**src/rtl/seg_pkg.sv**
```systemverilog
// rtl/seg_pkg.sv - shared constants and sizing helpers for the 7-segment scanner
package seg_pkg;

  typedef logic [6:0] seg_t;

  localparam seg_t       SEG_BLANK = 7'h7F;
  localparam logic [3:0] AN_OFF    = 4'hF;

  // Active-low {g,f,e,d,c,b,a} patterns for hex 0..F
  localparam seg_t SEG_HEX_0 = 7'h40;
  localparam seg_t SEG_HEX_1 = 7'h79;
  localparam seg_t SEG_HEX_2 = 7'h24;
  localparam seg_t SEG_HEX_3 = 7'h30;
  localparam seg_t SEG_HEX_4 = 7'h19;
  localparam seg_t SEG_HEX_5 = 7'h12;
  localparam seg_t SEG_HEX_6 = 7'h02;
  localparam seg_t SEG_HEX_7 = 7'h78;
  localparam seg_t SEG_HEX_8 = 7'h00;
  localparam seg_t SEG_HEX_9 = 7'h10;
  localparam seg_t SEG_HEX_A = 7'h08;
  localparam seg_t SEG_HEX_B = 7'h03;
  localparam seg_t SEG_HEX_C = 7'h46;
  localparam seg_t SEG_HEX_D = 7'h21;
  localparam seg_t SEG_HEX_E = 7'h06;
  localparam seg_t SEG_HEX_F = 7'h0E;

  function automatic int calc_period(input int clk_hz, input int digit_hz);
    return clk_hz / digit_hz;
  endfunction

  function automatic int cnt_width(input int period);
    return (period > 2) ? $clog2(period) : 1;
  endfunction

endpackage

```
**src/rtl/hex_to_seg.sv**
```systemverilog
// rtl/hex_to_seg.sv - combinational nibble to active-low 7-segment decoder
module hex_to_seg
  import seg_pkg::*;
(
  input  logic [3:0] hex,
  output logic [6:0] seg
);

  always_comb begin
    seg = SEG_BLANK;
    case (hex)
      4'h0: seg = SEG_HEX_0;
      4'h1: seg = SEG_HEX_1;
      4'h2: seg = SEG_HEX_2;
      4'h3: seg = SEG_HEX_3;
      4'h4: seg = SEG_HEX_4;
      4'h5: seg = SEG_HEX_5;
      4'h6: seg = SEG_HEX_6;
      4'h7: seg = SEG_HEX_7;
      4'h8: seg = SEG_HEX_8;
      4'h9: seg = SEG_HEX_9;
      4'hA: seg = SEG_HEX_A;
      4'hB: seg = SEG_HEX_B;
      4'hC: seg = SEG_HEX_C;
      4'hD: seg = SEG_HEX_D;
      4'hE: seg = SEG_HEX_E;
      4'hF: seg = SEG_HEX_F;
      default: seg = SEG_BLANK;
    endcase
  end

endmodule

```
**src/rtl/seven_seg_scan.sv**
```systemverilog
// rtl/seven_seg_scan.sv - four-digit common-anode scanner with guard blanking,
// per-frame snapshot, leading-zero blanking and decimal points
module seven_seg_scan
  import seg_pkg::*;
#(
  parameter int CLK_HZ       = 100_000_000,
  parameter int DIGIT_HZ     = 1_000,
  parameter int BLANK_CYCLES = 1_000
) (
  input  logic       clk,
  input  logic       reset,
  input  logic [3:0] A,
  input  logic [3:0] B,
  input  logic [3:0] C,
  input  logic [3:0] D,
  input  logic [3:0] dp,
  input  logic       blank_lz,
  output logic [6:0] seg,
  output logic       dp_n,
  output logic [3:0] an,
  output logic       frame_tick
);

  localparam int            PERIOD     = calc_period(CLK_HZ, DIGIT_HZ);
  localparam int            CW         = cnt_width(PERIOD);
  localparam logic [CW-1:0] CNT_LAST   = CW'(PERIOD - 1);
  localparam logic [CW-1:0] BLANK_LAST = CW'(BLANK_CYCLES - 1);

  localparam logic [0:0] ST_BLANK = 1'b0;
  localparam logic [0:0] ST_ON    = 1'b1;

  generate
    if (BLANK_CYCLES >= PERIOD || BLANK_CYCLES < 1) begin : g_bad_params
      $error("seven_seg_scan: BLANK_CYCLES must lie in 1..PERIOD-1");
    end
  endgenerate

  logic [CW-1:0] cnt;
  logic [1:0]    idx;
  logic [0:0]    state;
  logic [3:0]    sh_dig [4];
  logic [3:0]    sh_dp;
  logic          sh_lz;
  logic          snap;
  logic [3:0]    sel_dig;
  logic [6:0]    dec_seg;
  logic [3:0]    lz_mask;

  // Frame starts at slot 0 / count 0, which is also the first cycle after reset
  assign snap = (cnt == '0) && (idx == 2'd0);

  always_ff @(posedge clk or posedge reset) begin
    if (reset) begin
      cnt   <= '0;
      idx   <= 2'd0;
      state <= ST_BLANK;
    end else begin
      if (cnt == CNT_LAST) begin
        cnt <= '0;
        idx <= idx + 2'd1;
      end else begin
        cnt <= cnt + CW'(1);
      end
      case (state)
        ST_BLANK: if (cnt == BLANK_LAST) state <= ST_ON;
        default:  if (cnt == CNT_LAST)   state <= ST_BLANK;
      endcase
    end
  end

  always_ff @(posedge clk or posedge reset) begin
    if (reset) begin
      sh_dig <= '{default: 4'h0};
      sh_dp  <= 4'h0;
      sh_lz  <= 1'b0;
    end else if (snap) begin
      sh_dig[3] <= A;
      sh_dig[2] <= B;
      sh_dig[1] <= C;
      sh_dig[0] <= D;
      sh_dp     <= dp;
      sh_lz     <= blank_lz;
    end
  end

  // Zero-run from the leftmost digit; the rightmost digit is always shown
  always_comb begin
    lz_mask    = 4'h0;
    lz_mask[3] = sh_lz && (sh_dig[3] == 4'h0);
    lz_mask[2] = lz_mask[3] && (sh_dig[2] == 4'h0);
    lz_mask[1] = lz_mask[2] && (sh_dig[1] == 4'h0);
  end

  assign sel_dig = sh_dig[idx];

  hex_to_seg u_dec (
    .hex (sel_dig),
    .seg (dec_seg)
  );

  always_ff @(posedge clk or posedge reset) begin
    if (reset) begin
      an         <= AN_OFF;
      seg        <= SEG_BLANK;
      dp_n       <= 1'b1;
      frame_tick <= 1'b0;
    end else begin
      frame_tick <= snap;
      if (state == ST_ON) begin
        an   <= ~(4'b0001 << idx);
        seg  <= lz_mask[idx] ? SEG_BLANK : dec_seg;
        dp_n <= ~sh_dp[idx];
      end else begin
        an   <= AN_OFF;
        seg  <= SEG_BLANK;
        dp_n <= 1'b1;
      end
    end
  end

endmodule

```
**config.mk**
```make
export PLATFORM = sky130hd
export DESIGN_NAME = seven_seg_scan
export DESIGN_NICKNAME = d
export VERILOG_FILES = /design/src/rtl/seg_pkg.sv /design/src/rtl/hex_to_seg.sv /design/src/rtl/seven_seg_scan.sv
export SDC_FILE = /design/constraint.sdc
export NUM_CORES = 1
export LEC_CHECK = 0
export ABC_AREA = 1
export CORE_MARGIN = 2
export CORE_UTILIZATION = 50
export DETAILED_ROUTE_END_ITERATION = 6
export HOLD_SLACK_MARGIN = 0.03
export PLACE_DENSITY = 0.76
export REMOVE_ABC_BUFFERS = 1
export SYNTH_ARGS = -nofsm -noshare
export SYNTH_HDL_FRONTEND = slang
export SYNTH_SLANG_ARGS = --single-unit
```
**constraint.sdc**
```tcl
create_clock -name clk -period 1.6 [get_ports clk]
set_input_delay 0.24 -clock clk [delete_from_list [all_inputs] [get_ports clk]]
set_output_delay 0.24 -clock clk [all_outputs]
set_load 0.01 [all_outputs]
```
* Word level (Yosys, flattened, before mapping)
Memory sizes are Yosys's and may differ from the RTL's.
Cells that the tools add are included.
** Word-level totals
- Flip-flop bits (word level) :: 54
- Bits in read-only memories :: 112
- Input port bits :: 23
- Output and inout port bits :: 13
- Logic and storage cells :: 48
- Memories kept :: 1
** Operators by class
- Add/sub/neg operators :: 2
- Magnitude comparators :: 2
- Equal/unequal tests :: 2
- Shifts and indexed selects :: 1
- Multiplexer cells :: 15
- Bitwise gates (word level) :: 3
- Reductions and logical operators :: 9
** Memory list
- (name not given) :: depth 16, width 7, rd ports 1, clocked after Yosys merged registers in 0, write ports 0, RTL line hex_to_seg.sv:11 : case (hex)
** Operator list (number)
- $add A17 B1 Y17 const B :: 1
- $eq A17 B10 Y1 const B :: 1
- $eq A17 B17 Y1 const B :: 1
- $logic_not A17 Y1 :: 1
- $mux W17 :: 1
- $mux W7 :: 2
- $logic_not A4 Y1 :: 3
- $mux W4 :: 3
- $bmux W4 S2 :: 1
- $mux W1 :: 6
- $bmux W1 S2 :: 2
- $logic_and A1 B1 Y1 :: 4
- $not A4 Y4 :: 1
- $shl A1 B2 Y4 const A :: 1
- $ge A3 B3 Y1 const B :: 1
- $lt A2 B3 Y1 const B :: 1
- $not A2 Y3 :: 1
- $add A2 B1 Y2 const B :: 1
- $logic_not A2 Y1 :: 1
- $not A1 Y1 :: 1

* Longest topological paths before layout
- Depth in word-level cells :: 8
- Depth in mapped cells :: 13
- Mapped depth without buffers :: 12

* Cells and area by module
Synthesis repeated with hierarchy kept, for this count alone.
** Second synthesis, totals
- Cell total of the unflattened synthesis :: 390
- Area total of the unflattened synthesis :: 3037.9 sq um
** Modules (own cells, without submodules)
- seven_seg_scan :: times used 1, cells an instance 341, area an instance 2763.9 sq um, sequential area each 1366.3 sq um
- hex_to_seg :: times used 1, cells an instance 49, area an instance 274.0 sq um, sequential area each 0.0 sq um

* Worst setup path after synthesis
Ideal clock, no wire load.
- Path kind :: register to register
- From :: reg idx[1]
- To :: reg seg[3]
- Library setup time :: 88 ps
- Arrival time :: 1454 ps
- Data required time :: 1512 ps
- Slack :: 58 ps
- Stages on the path, launching flop included :: 11
- Buffers on the path :: 1
- Period minus slack after synthesis :: 1542 ps
- Cell sequence :: dfrtp_1 -> buf_2 -> inv_2 -> nand3_1 -> nand2_1 -> inv_1 -> ha_1 -> nand3_1 -> nand2_1 -> nand2_1 -> nand3_1
** On the way
- Longest elaborated chain between the ends :: 7
- Elaborated cells between the ends (all ways) :: 9
- Classes of those cells :: mux: 7; bitwise: 1; memory: 1
** Ends and longest elaborated chain
- start: declaration :: RTL line seven_seg_scan.sv:39 : logic [1:0] idx;
- start signal: assignment :: RTL line seven_seg_scan.sv:60 : idx <= idx + 2'd1;
- $not A2 Y3 (not written as such) :: RTL line seven_seg_scan.sv:94 : assign sel_dig = sh_dig[idx];
- $bmux W4 S2 :: RTL line seven_seg_scan.sv:94
- $mux W4 (not written as such) (2 in series) :: RTL line seven_seg_scan.sv:94
- $mem_v2 Z16 W7
- $mux W7 * :: RTL line seven_seg_scan.sv:111 : seg <= lz_mask[idx] ? SEG_BLANK : dec_seg;
- $mux W7 * :: RTL line seven_seg_scan.sv:109 : if (state == ST_ON) begin
- end signal: assignment :: RTL line seven_seg_scan.sv:111
- end: declaration :: RTL line seven_seg_scan.sv:18 : output logic [6:0] seg,
Mark *: on every way between the ends. The rest lies on a longest branch, timed or not. The select of a mux whose other input is x is not followed.
A chain may end at the register's enable or synchronous reset.

* Worst setup path after layout
- From :: reg cnt[0]
- To :: reg sh_dig[5] in the netlist's numbering
** On the way
- Longest elaborated chain between the ends :: 2
** Ends and longest elaborated chain
- start: declaration :: RTL line seven_seg_scan.sv:38 : logic [CW-1:0] cnt;
- start signal: assignment :: RTL line seven_seg_scan.sv:62 : cnt <= cnt + CW'(1);
- $logic_not A17 Y1 :: RTL line seven_seg_scan.sv:50 : assign snap = (cnt == '0) && (idx == 2'd0);
- $logic_and A1 B1 Y1 :: RTL line seven_seg_scan.sv:50
- end: declaration :: RTL line seven_seg_scan.sv:41 : logic [3:0] sh_dig [4];
No other way between the ends.

==> metrics.md <==
| Metric | Value |
|---|---|
| Fin nets | `460` |
| Dpl hpwl | `4.393 mm` |
| Post-placement cell count | `around 480` |
| Cells on worst reg2reg path | `9` |
| Maximum level of the CTS H-tree | `2` |
| Post-synthesis instance total | `~370` |
| Post-place setup slack | `-95.81 ps` |
| Sum of negative setup slack | `-39.27 ps` |
| CP endpoint | `sh_dig[5]` |
| Startpoint kind of the worst setup timing path | `flip-flop` |
| Wire length per cell after detailed routing | `13.58 um` |
| Setup crit end kind | `flip-flop` |
| Largest area contributor in the netlist | `sky130_fd_sc_hd__dfrtp_1` |
| Wirelength, routed | `6.763 mm` |
| Maximum VDD drop | `about 0.00043 V` |
| Top-Level Pins | `36` |
| Required time of the critical path | `1800 ps` |
| TritonRoute pass-1 iters | `5` |
| Antenna diode instance count | `0` |
| Master of the slowest instance on the critical path | `sky130_fd_sc_hd__dfrtp_1` |
| Antenna violations before repair | `0` |
| Total Routing Usage GR | `20.58%` |
| Cell family with the largest share of critical-path delay | `simple AND/OR/NAND/NOR gates` |
| Status | `finished with violations` |
| Final antenna-violating net count | `0` |
| Number of vias in the routed layout | `about 2600` |
| Worst-Margin Slew | `305.9 ps` |
| Flip-flop and latch count after synthesis | `54` |
| Post-route minimum period | `1614 ps` |
| Power Dens Cells | `between 600 and 700 nW/um2` |
| Clock insertion delay at the later pin of the skew report | `around 310 ps` |
| Crit path arrival time | `1820 ps` |
| Clock buffer depth | `2` |
| Most area-consuming cells after synthesis | `sky130_fd_sc_hd__dfrtp_1, sky130_fd_sc_hd__nand2_1, sky130_fd_sc_hd__dfstp_2` |
| Netlist area before placement | `2913 um2` |
| Number of synthesis warnings | `0` |
| # Max-Cap Violations | `0` |
| Number of global-route vias before repair | `around 2300` |
| Post-route non-filler standard cell count | `about 500` |
| R2R Setup Slk | `-10 ps` |
| Clock transition at the registers of the reported paths | `100 ps` |
| Highest Clock Rate | `619.7 MHz` |
| Slew margin rel. | `79.60%` |
| Class of the most critical setup path | `flip-flop to flip-flop` |
| TritonCTS clock tree | `yes` |
| Delay of the slowest cell on the worst path | `slightly above 400 ps` |
| Core ar. | `5574 um2` |
| Final RePlAce weighted congestion | `0.8780` |
| Grt ovf | `0` |
| Setup repair after global routing missed its margin | `yes` |
| Number of failing hold endpoints at the final stage | `0` |
| Layout overhead on the synthesized area | `30.33%` |
| Wire length of the first global-routing pass | `10.49 mm` |
| Number of cells on the critical path | `9` |
| CTS Buf Count | `5` |
| Final Max Tran Viols | `0` |
| Critical register-to-register path startpoint | `cnt[0]` |
| Worst-path fanout max | `5` |
| Number of sinks driven by the clock tree | `54` |
| Number of fill cells | `~460` |
| Share of the core filled with cells | `68.10%` |
| Pin count of the biggest net entering global routing | `55` |
| Bufs and invs on worst path | `3` |
| Area share of the largest cell type after synthesis | `36.08%` |
| Final Hold Slack | `284.9 ps` |
| Post-layout worst setup margin | `-13.73 ps` |
| Cell breakdown of the critical path | `buf_6 -> inv_4 -> ha_4 -> nand4_1 -> nor2_2 -> nand3_4 -> clkbuf_16 -> nand2_2 -> nand2_1` |
| Final setup viols | `8` |
| Clock root buffer | `sky130_fd_sc_hd__clkbuf_8` |
| Launching instance or port of the critical path | `cnt[0]` |
| Post-DR vias/cell | `roughly 5.2` |
| Synth Area per Inst | `7.809 um2` |
| Drt drc | `0` |
| Starting density of the core | `52.26%` |
| Hold/Removal Path Class | `input pin to asynchronous set/reset pin` |
| Portion of the post-synthesis area used by sequential elements | `46.91%` |
| Die Footprint | `6452 um2` |
| Count of input and output buffers | `35` |
| Die boundary width | `80.33 um` |
| Starting DRT DRC Count | `214` |
| Final Cycle Share | `100.9%` |
| Cell leakage power | `1.781 nW` |
| Capture point of the worst reg-to-reg path | `sh_dig[5]` |
| Count of distinct cell types in the synthesized netlist | `28` |
| Clock Skews | `11.28 ps` |
| Number of standard-cell rows in the floorplan | `27` |
| Share of cells above drive strength 1 | `approximately a quarter` |
| Floorplan die height | `80.33 um` |
| Violated checks | `negative setup slack` |
-- sequential cells by signal, indices dropped and copies added, names as in the netlist --
name and cells:
sh_dp 4, state 1, sh_dig 16, an 4
seg 7, idx 2, cnt 17, sh_lz 1
frame_tick 1, dp_n 1
-- logic make-up after synthesis --
family / after synthesis / synth area share (%)
buffers and inverters: 41 / 6.743
and+or+nand+nor: 247 / 36.21
AOI/OAI and AO/OA: 6 / 1.074
adders and majority gates: 12 / 5.155
xor gates and xnor gates: 13 / 3.909
DFF: 54 / 46.91
-- how the worst min path moves through the flow --
stage | start | endpoint | slack (ps)
after floorplan | A[0] | sh_dig[0] | 350
after global placement | sh_dp[1] | sh_dp[1] | 460
after detailed placement | sh_dp[1] | sh_dp[1] | 470
after CTS | reset | sh_dig[12] | 310
after global routing | reset | sh_dig[7] | 320
final | reset | sh_dig[9] | 280
-- repair_timing --
item	in CTS	in global routing
hold buffers	0	0
hold endpoints to repair	0	0
setup buffers	0	7
gates resized for setup	11	60
gates cloned	0	4
pin swaps	0	27
endpoints found under the setup margin	32	40
-- per-layer routing --
| metal | track usage, % | routed length [um] | vias up |
|---|---|---|---|
| met5 | 0 | 0 | - |
| met4 | 5.932 | 112 | 0 |
| met3 | 3.708 | 356 | 11 |
| met2 | 33.42 | 3303 | 94 |
| met1 | 28.20 | 2990 | 1222 |
| li1 | - | - | 1253 |
-- stage by stage --
| stage | cell area (um2) | total power [W] |
|---|---|---|
| 2_1_floorplan | 2834 | 0.001529 |
| 3_3_place_gp | 3367 | 0.001615 |
| 3_5_place_dp | 3367 | 0.001620 |
| 4_1_cts | 3478 | 0.002528 |
| 5_1_grt | 3796 | 0.002640 |
| 6_report | 3796 | 0.002536 |
-- cells in the mapped netlist --
master	number
sky130_fd_sc_hd__buf_2	3
sky130_fd_sc_hd__buf_4	2
sky130_fd_sc_hd__nor2_1	49
sky130_fd_sc_hd__nand2_2	3
sky130_fd_sc_hd__xor2_1	11
sky130_fd_sc_hd__nand3_1	30
sky130_fd_sc_hd__dfstp_2	12
sky130_fd_sc_hd__xnor2_1	2
sky130_fd_sc_hd__buf_6	4
sky130_fd_sc_hd__dfrtp_1	42
sky130_fd_sc_hd__inv_2	3
sky130_fd_sc_hd__nand4_1	6
sky130_fd_sc_hd__o22ai_1	1
sky130_fd_sc_hd__nand2_1	144
sky130_fd_sc_hd__a21oi_1	1
sky130_fd_sc_hd__clkinv_2	1
sky130_fd_sc_hd__nor3_1	2
sky130_fd_sc_hd__nand3_2	3
sky130_fd_sc_hd__nor2_4	2
sky130_fd_sc_hd__clkbuf_1	1
sky130_fd_sc_hd__nor3b_2	1
sky130_fd_sc_hd__or2_2	1
sky130_fd_sc_hd__inv_1	27
sky130_fd_sc_hd__o21ai_0	4
sky130_fd_sc_hd__nand3b_1	1
sky130_fd_sc_hd__nor3_2	1
sky130_fd_sc_hd__ha_1	12
sky130_fd_sc_hd__nor2_2	4
-- where the power goes --
part           total [W]  internal, W  leakage [nW]  switching, W
combinational   0.000203    0.0000996          1.07      0.000103
sequential       0.00142      0.00139         0.648     0.0000256
clock           0.000915     0.000461        0.0579      0.000454
total            0.00254      0.00195          1.78      0.000582
-- worst register-to-register path, cell delays in order (launching register included) --
cell                        delay (ps)
sky130_fd_sc_hd__dfrtp_1           410
sky130_fd_sc_hd__buf_6             130
sky130_fd_sc_hd__inv_4              50
sky130_fd_sc_hd__ha_4              110
sky130_fd_sc_hd__nand4_1           110
sky130_fd_sc_hd__nor2_2            180
sky130_fd_sc_hd__nand3_4           190
sky130_fd_sc_hd__clkbuf_16         220
sky130_fd_sc_hd__nand2_2            50
sky130_fd_sc_hd__nand2_1            50
-- cells in the final DEF, fill, tap and decap left out, types with 3 or more instances in the layout --
master,Yosys,layout
sky130_fd_sc_hd__buf_4,2,11
sky130_fd_sc_hd__buf_6,4,3
sky130_fd_sc_hd__clkbuf_8,0,5
sky130_fd_sc_hd__clkdlybuf4s50_1,0,23
sky130_fd_sc_hd__dfrtp_1,42,41
sky130_fd_sc_hd__dfstp_2,12,12
sky130_fd_sc_hd__dlygate4sd2_1,0,6
sky130_fd_sc_hd__dlymetal6s2s_1,0,6
sky130_fd_sc_hd__ha_1,12,8
sky130_fd_sc_hd__inv_1,27,24
sky130_fd_sc_hd__inv_2,3,3
sky130_fd_sc_hd__inv_4,0,3
sky130_fd_sc_hd__nand2_1,144,120
sky130_fd_sc_hd__nand2_2,3,24
sky130_fd_sc_hd__nand2_4,0,4
sky130_fd_sc_hd__nand3_1,30,24
sky130_fd_sc_hd__nand3_2,3,7
sky130_fd_sc_hd__nand4_1,6,6
sky130_fd_sc_hd__nor2_1,49,44
sky130_fd_sc_hd__nor2_2,4,8
sky130_fd_sc_hd__nor2_4,2,3
sky130_fd_sc_hd__o21ai_0,4,4
sky130_fd_sc_hd__xor2_1,11,11
-- area by class of cell --
cell class                      count  area (um2)  share of cell area, %
Multi-Input combinational cell    279        1529                  40.28
Timing Repair Buffer               54       569.3                  15.00
Tap cell                           72       90.09                  2.373
Inverter                           31       131.4                  3.461
Clock inverter                      3       40.04                  1.055
Sequential cell                    54        1368                  36.03
Clock buffer                        5       68.82                  1.813
Note: power is estimated with default switching activity, not from simulation.
